**src/rtl/timer_datapath.sv**
```systemverilog
// Egg-timer countdown datapath: holds the mm:ss setting in BCD, counts down on
// prescaled ticks while the controller is in RUN, and reports expiry/alarm.
module timer_datapath #(
    parameter int TICK_DIV = 50000000
) (
    input  logic       CLK,
    input  logic       RST_N,
    input  logic [2:0] STATE,
    input  logic       INC,
    output logic [3:0] SEC_ONES,
    output logic [3:0] SEC_TENS,
    output logic [3:0] MIN_ONES,
    output logic [3:0] MIN_TENS,
    output logic       EXPIRED,
    output logic       ALARM
);

    localparam logic [2:0] ST_RESET   = 3'b000;
    localparam logic [2:0] ST_SET_SEC = 3'b001;
    localparam logic [2:0] ST_SET_MIN = 3'b010;
    localparam logic [2:0] ST_READY   = 3'b011;
    localparam logic [2:0] ST_RUN     = 3'b100;
    localparam logic [2:0] ST_DONE    = 3'b101;

    localparam int             CW   = (TICK_DIV > 2) ? $clog2(TICK_DIV) : 1;
    localparam logic [CW-1:0]  TERM = CW'(TICK_DIV - 1);

    // Time word layout: {min_tens, min_ones, sec_tens, sec_ones}
    logic [15:0]   r_time;
    logic [CW-1:0] r_presc;
    logic          r_inc_q;
    logic          r_expired;
    logic          r_exp_seen;
    logic          r_alarm;

    logic [15:0]   w_time_next;
    logic [CW-1:0] w_presc_next;
    logic          w_expired_next;
    logic          w_exp_seen_next;
    logic          w_inc_pulse;
    logic          w_tick;
    logic          w_zero;

    // Two-digit BCD increment; tens wraps to 0 after tens_max:9.
    function automatic logic [7:0] bcd2_inc(input logic [7:0] v, input logic [3:0] tens_max);
        logic [7:0] r;
        if (v[3:0] == 4'd9) begin
            r[3:0] = 4'd0;
            r[7:4] = (v[7:4] == tens_max) ? 4'd0 : v[7:4] + 4'd1;
        end else begin
            r[7:4] = v[7:4];
            r[3:0] = v[3:0] + 4'd1;
        end
        return r;
    endfunction

    // mm:ss BCD decrement with borrow chain; caller guarantees t != 00:00.
    function automatic logic [15:0] mmss_dec(input logic [15:0] t);
        logic [15:0] r;
        r = t;
        if (t[3:0] != 4'd0) begin
            r[3:0] = t[3:0] - 4'd1;
        end else begin
            r[3:0] = 4'd9;
            if (t[7:4] != 4'd0) begin
                r[7:4] = t[7:4] - 4'd1;
            end else begin
                r[7:4] = 4'd5;
                if (t[11:8] != 4'd0) begin
                    r[11:8] = t[11:8] - 4'd1;
                end else begin
                    r[11:8]  = 4'd9;
                    r[15:12] = t[15:12] - 4'd1;
                end
            end
        end
        return r;
    endfunction

    assign w_inc_pulse = INC & ~r_inc_q;
    assign w_tick      = (r_presc == TERM);
    assign w_zero      = (r_time == 16'h0000);

    always_comb begin
        w_time_next     = r_time;
        w_presc_next    = '0;
        w_expired_next  = 1'b0;
        w_exp_seen_next = 1'b0;
        case (STATE)
            ST_RESET: begin
                w_time_next = 16'h0000;
            end
            ST_SET_SEC: begin
                if (w_inc_pulse) begin
                    w_time_next[7:0] = bcd2_inc(r_time[7:0], 4'd5);
                end
            end
            ST_SET_MIN: begin
                if (w_inc_pulse) begin
                    w_time_next[15:8] = bcd2_inc(r_time[15:8], 4'd9);
                end
            end
            ST_RUN: begin
                w_presc_next = w_tick ? '0 : r_presc + CW'(1);
                if (w_tick && !w_zero) begin
                    w_time_next = mmss_dec(r_time);
                end
                // One expiry report per tick period while the time sits at 00:00
                w_expired_next  = w_zero & ~r_exp_seen;
                w_exp_seen_next = w_expired_next | (r_exp_seen & ~w_tick);
            end
            default: begin
            end
        endcase
    end

    always_ff @(posedge CLK or negedge RST_N) begin
        if (!RST_N) begin
            r_time     <= 16'h0000;
            r_presc    <= '0;
            r_inc_q    <= 1'b0;
            r_expired  <= 1'b0;
            r_exp_seen <= 1'b0;
            r_alarm    <= 1'b0;
        end else begin
            r_time     <= w_time_next;
            r_presc    <= w_presc_next;
            r_inc_q    <= INC;
            r_expired  <= w_expired_next;
            r_exp_seen <= w_exp_seen_next;
            r_alarm    <= (STATE == ST_DONE);
        end
    end

    assign SEC_ONES = r_time[3:0];
    assign SEC_TENS = r_time[7:4];
    assign MIN_ONES = r_time[11:8];
    assign MIN_TENS = r_time[15:12];
    assign EXPIRED  = r_expired;
    assign ALARM    = r_alarm;

    logic w_unused_ready;
    assign w_unused_ready = (ST_READY == 3'b011);

endmodule

```
**config.mk**
```make
export PLATFORM = sky130hd
export DESIGN_NAME = timer_datapath
export DESIGN_NICKNAME = d
export VERILOG_FILES = /design/src/rtl/timer_datapath.sv
export SDC_FILE = /design/constraint.sdc
export NUM_CORES = 1
export LEC_CHECK = 0
export ABC_AREA = 1
export CORE_MARGIN = 2
export CORE_UTILIZATION = 53
export DETAILED_ROUTE_END_ITERATION = 8
export HOLD_SLACK_MARGIN = 0.06
export PLACE_DENSITY = 0.79
export SLEW_MARGIN = 20
export SYNTH_ARGS = -nofsm -noshare
export SYNTH_HDL_FRONTEND = slang
export SYNTH_SLANG_ARGS = --single-unit
```
**constraint.sdc**
```tcl
create_clock -name CLK -period 1.5 [get_ports CLK]
set_input_delay 0.15 -clock CLK [delete_from_list [all_inputs] [get_ports CLK]]
set_output_delay 0.15 -clock CLK [all_outputs]
set_load 0.1 [all_outputs]
```
======== Word level (Yosys, flattened, before mapping) ========
Cells that the tools add are included.
cells by class
  $add $sub $neg .......................... 9
  equal/unequal tests ..................... 17
  muxes and demuxes ....................... 19
  bitwise operators ....................... 7
  reductions and logical operators ........ 13
operator list
  cell                                              count
  2-to-1 mux 26 bit                                 2
  one-hot mux 8 bit (3 select lines)                2
  2-to-1 mux 8 bit                                  5
  adder 26 x 1 -> 26 bit, second input constant     1
  == test 26 bit, second input constant             1
  2-to-1 mux 4 bit                                  6
  adder 4 x 1 -> 4 bit, second input constant       4
  zero test 16 bit                                  1
  2-to-1 mux 16 bit                                 1
  inequality test 2 bit, second input constant      8
  subtractor 4 x 1 -> 4 bit, second input constant  4
  == test 4 bit, second input constant              3
  2-to-1 mux 12 bit                                 1
  nonzero test 4 bit                                3
  AND reduction 5 bit                               2
  AND reduction 7 bit                               1
  == test 3 bit, second input constant              2
  nonzero test 3 bit                                2
  == test 4 x 3 -> 1 bit, second input constant     1
  AND 1 bit                                         3
  == test 3 x 1 -> 1 bit, second input constant     1
  == test 3 x 2 -> 1 bit, second input constant     1
  zero test 3 bit                                   1
  NOT 1 bit                                         3
  5 further kinds                                   6
storage, ports and cells
  flip-flop bits (word level) ............. 46
  input port bits ......................... 6
  output and inout bits ................... 18
  word-level logic and storage cells ...... 74

======== Logic depth before layout (Yosys ltp) ========
  word-level depth ........................ 6
  gate-level depth with buffers ........... 11

======== Least setup slack after synthesis ========
OpenSTA, ideal clock, no wires.
  path type ............................... reg-to-reg
  start ................................... register r_time[0]
  end ..................................... register r_time[4]
  setup time .............................. 0.067 ns
  arrival time ............................ 2.156 ns
  data required time ...................... 1.433 ns
  setup slack ............................. -0.723 ns
  stages on the path, launching flop included .. 11
  path buffers ............................ 1
  path through ............................ dfrtp_1 > inv_1 > ha_1 > nand3_1 > nor2_1 > nand2_1 > nand3_1 > nand2_2 > buf_4 > nand3_1 > nand2_1
on the way
  longest elaborated chain between the ends .. 5
  elaborated cells on any way between the ends .. 9
  those cells by class .................... eq/ne: 4; reduce/logical: 5
ends and longest elaborated chain
  element                                   RTL line  RTL
  start, declared                           29        logic [15:0] r_time;
  start signal, assigned                    126       r_time <= w_time_next;
  zero test 16 bit                          82        assign w_zero = (r_time == 16'h0000);
  zero test 1 bit                           105       if (w_tick && !w_zero) begin
  logical AND 1 bit                         105
  inequality test 2 bit (no source line)    -
  AND reduction 5 bit (no source line) (*)  -
Every way passes the cells marked *; elsewhere a longest branch is shown, timed or not.
A chain may end at the register's enable or synchronous reset.

======== Worst setup path in the final report ========
  start ................................... register r_time[0]
  end ..................................... register r_time[6]
Same word-level chain as after synthesis.

==> impl_results.rst <==
.. list-table::
   :header-rows: 1

   * - Metric
     - Value
   * - Post-Syn Instances
     - 457
   * - Clock latency of the later-clocked register in the worst-skew pair
     - 0.32 ns
   * - Critical Path Slowest Stage Cell
     - dfrtp_4
   * - WP buf/inv
     - 3
   * - Total Die Area
     - 6750 sq um
   * - Min Clock Period, post-route
     - 1.65 ns
   * - Synthesized area divided by synthesized cell count
     - 7.08 sq um
   * - Reg2Reg Setup Slack
     - -0.15 ns
   * - Ys Warns
     - 0
   * - Most used flip-flop cell after synthesis
     - dfrtp_1
   * - Htree depth
     - 2
   * - Library cell with the highest instance count after synthesis
     - nand2_1
   * - Number of nets with antenna violations after routing
     - 0
   * - Slew at the pin closest to its max-slew limit
     - 0.331 ns
   * - Via count of the first global-routing pass
     - 3336
   * - Iteration-0 DRC Markers
     - 418
   * - Total instance count after detailed placement
     - 617
   * - Critical path fanouts, max
     - 4
   * - Boundary pin count
     - 24
   * - Wire per inst
     - 15.7 um
   * - Clock Path Buffers
     - 2
   * - Cell accounting for the most synthesized area
     - dfrtp_1
   * - Max Cap Viol
     - 0
   * - Share of the synthesized area in the top cell type
     - 0.356
   * - Vias/cell
     - 5.61
   * - Cell family contributing the most delay on the critical path
     - simple AND/OR/NAND/NOR gates
   * - Final standard cell count with taps included and fillers excluded
     - 647
   * - Number of fill cells in the layout
     - 299
   * - Cell-by-cell listing of the critical path
     - inv_4 -> ha_4 -> nand3_4 -> nand2_4 -> inv_2 -> nor3_4 -> buf_6 -> nand3_2 -> nand2_1
   * - Core area
     - 5920 sq um
   * - Most used standard cells in the synthesized netlist
     - nand2_1, nor2_1, inv_1
   * - Type of element launching the critical path
     - flop
   * - Die Y-Extent
     - 82.2 um
   * - Sum Neg Setup Slack
     - -1.70 ns
   * - First-pass GRT wire length
     - 14.4 mm
   * - R2r endpoint
     - r_time[6]$_DFFE_PN0P_
   * - Number of clock sinks
     - 46
   * - Static leakage power
     - 0.00227 uW
   * - Number of hold-slack violations in the final timing report
     - 0
   * - Minimum setup slack in the final design
     - -0.151 ns
   * - Share of post-route cells with drive strength above 1
     - 0.428
   * - Final Setup Violations
     - 23
   * - Clock edge transition at the registers on the reported setup and hold paths
     - 0.11 ns
   * - Cell Area, Synth
     - 3240 sq um
   * - Power consumption
     - 4320 uW
   * - Arrival time worst endpoint
     - 1.89 ns
   * - Highest cell delay on the worst timing path
     - 0.52 ns
   * - Max-slew violations
     - 0
   * - Synthesized netlist net count
     - 475
   * - Timing endpoint of the critical path
     - r_time[6]$_DFFE_PN0P_
   * - Starting utilization of the core area
     - 0.547
   * - Outcome
     - finished, violations left
   * - Ant diodes
     - 0
   * - Launching point of the worst reg2reg path
     - r_time[0]$_DFFE_PN0P_
   * - Worst clock skew on the final layout
     - 0.0205 ns
   * - Count of cells along the worst register-to-register path
     - 9
   * - Number of nets in the final layout
     - 589
   * - Half-perimeter wire length after placement
     - 6.36 mm
   * - Number of enable flip-flop cells after synthesis
     - 0
   * - X dimension of the die
     - 82.2 um
   * - TritonCTS clock tree
     - done
   * - Seq/Total Area, Yosys
     - 0.356
   * - Via count
     - 3631
   * - Fraction of synthesis flops using an asynchronous set or reset pin
     - 1.00
   * - Root cell of the clock tree
     - clkbuf_8
   * - Final clock period utilization by the worst path
     - 1.10
   * - GRT overflow
     - 0
   * - Flops & latches, synth
     - 46
   * - Worst setup EP type
     - flop
   * - Total Routed Length
     - 10.1 mm
   * - Total of buffers placed on input and output ports
     - 23
   * - Type of the worst min-delay path
     - in -> async
   * - CP Launch Point
     - r_time[0]$_DFFE_PN0P_
   * - Worst vdd ir
     - 0.943 mV
   * - Detailed Routing Iterations Pass 1
     - 6
   * - Upper clock frequency limit
     - 0.606 GHz
   * - Worst EP required
     - 1.74 ns
   * - Worst hold slack
     - 0.328 ns
   * - WS Path Type
     - reg -> reg
   * - Dominant cells by area after synthesis
     - dfrtp_1, nand2_1, nor2_1
   * - Number of antenna violations at the first check in global routing
     - 0
   * - Count of cell instances traversed by the critical path
     - 9
   * - Standard-cell rows
     - 28
   * - Remaining routing DRC violations
     - 0
   * - Weighted congestion reported at the end of routability-driven placement
     - 0.916
   * - Largest net degree at the start of global routing
     - 47
   * - GRT Total Usage
     - 0.274
   * - Layout overhead on the synthesized area
     - 53.2%
   * - Setup repair after global routing missed its margin
     - yes
   * - PwrDens
     - 871 nW/um^2
   * - Unique masters post-synth
     - 40
   * - Violations in the final reports
     - negative setup slack
   * - Number of clock buffers inserted by TritonCTS
     - 5
   * - Normalized max-slew margin
     - 0.779
## worst min-delay path by stage
stage / cells after the start / from / endpoint
3_5_place_dp: 2 / RST_N / r_presc[11]$_DFF_PN0_
3_3_place_gp: 2 / RST_N / r_presc[11]$_DFF_PN0_
4_1_cts: 1 / INC / r_inc_q$_DFF_PN0_
2_1_floorplan: 0 / RST_N / ALARM$_DFF_PN0_
5_1_grt: 1 / INC / r_inc_q$_DFF_PN0_
6_report: 3 / RST_N / r_presc[10]$_DFF_PN0_
## cell type report
type / instances / area [sq um] / area share
Inverter: 64 / 253 / 0.0510
Clock buffer: 7 / 96.3 / 0.0194
Tap cell: 75 / 93.8 / 0.0189
Timing Repair Buffer: 113 / 1140 / 0.231
Sequential cell: 46 / 1190 / 0.240
Clock inverter: 1 / 8.76 / 0.00177
Multi-Input combinational cell: 341 / 2170 / 0.438
## power by group
group          leakage [uW]  switching (uW)  internal [uW]
clock network     0.0000544             474            424
registers          0.000604            84.2           1330
logic               0.00161            1250            753
total               0.00227            1810           2510
## tightest hold or removal path: stages
cell and delay [ns]:
dlygate4sd3_1 0.52, buf_2 0.12, buf_12 0.25
## stage by stage
stage               setup WS [ns]  utilization  area [sq um]
floorplan                  -0.237            -          3320
global placement           -0.185        0.726          4300
detailed placement         -0.280        0.726          4300
CTS                        -0.141        0.772          4570
global route               -0.232        0.838          4960
finish                     -0.151        0.838          4960
## routing by layer
metal | GRT usage | vias to the layer above | share of wire
li1 | - | 1696 | -
met1 | 0.320 | 1731 | 0.38
met3 | 0.0424 | 39 | 0.060
met5 | 0 | - | 0
met2 | 0.505 | 165 | 0.53
met4 | 0.100 | 0 | 0.029
## state kept, by name (all words and copies together) (netlist names)
| signal | cells |
|---|---|
| r_inc_q | 1 |
| EXPIRED | 1 |
| r_exp_seen | 1 |
| ALARM | 1 |
| r_presc | 26 |
| r_time | 16 |
## cell families (layout without fill, tap and decap cells)
| family | count (synthesis) | count (layout) | synth area share |
|---|---|---|---|
| AND/OR/NAND/NOR | 276 | 277 | 0.400 |
| buffers and inverters | 71 | 185 | 0.0920 |
| flip-flops | 46 | 46 | 0.356 |
| AO/OA/AOI/OAI | 40 | 40 | 0.0727 |
| adder cells (fa/ha/maj) | 12 | 12 | 0.0464 |
| XOR/XNOR | 11 | 11 | 0.0298 |
| multiplexers | 1 | 1 | 0.00348 |
## placed cells by master, fill, tap and decap left out, types with 5 or more instances in the layout
master	instances
buf_4	75
o21ai_1	6
dfrtp_4	7
nand2_2	14
inv_1	46
nor2_2	20
nor2_4	9
dfrtp_2	11
nand3_4	6
o21ai_2	6
nor3_4	5
a21oi_1	9
inv_2	13
xor2_1	8
dfrtp_1	28
nand3_1	29
clkbuf_8	7
nand3_2	7
nor3_1	10
buf_12	19
ha_1	8
nor2_1	50
buf_6	13
nand2_4	9
nand4_1	13
o21ai_0	8
nand2_1	95
inv_4	5
## repair_timing
action,4_1_cts,5_1_grt
hold endpoints to repair,46,0
setup buffers,8,14
gates cloned,1,0
pin swaps,14,39
setup endpoints to repair,27,37
resized for setup,21,90
hold buffers,1,0
No activity file was read; power rests on OpenSTA's default activity.
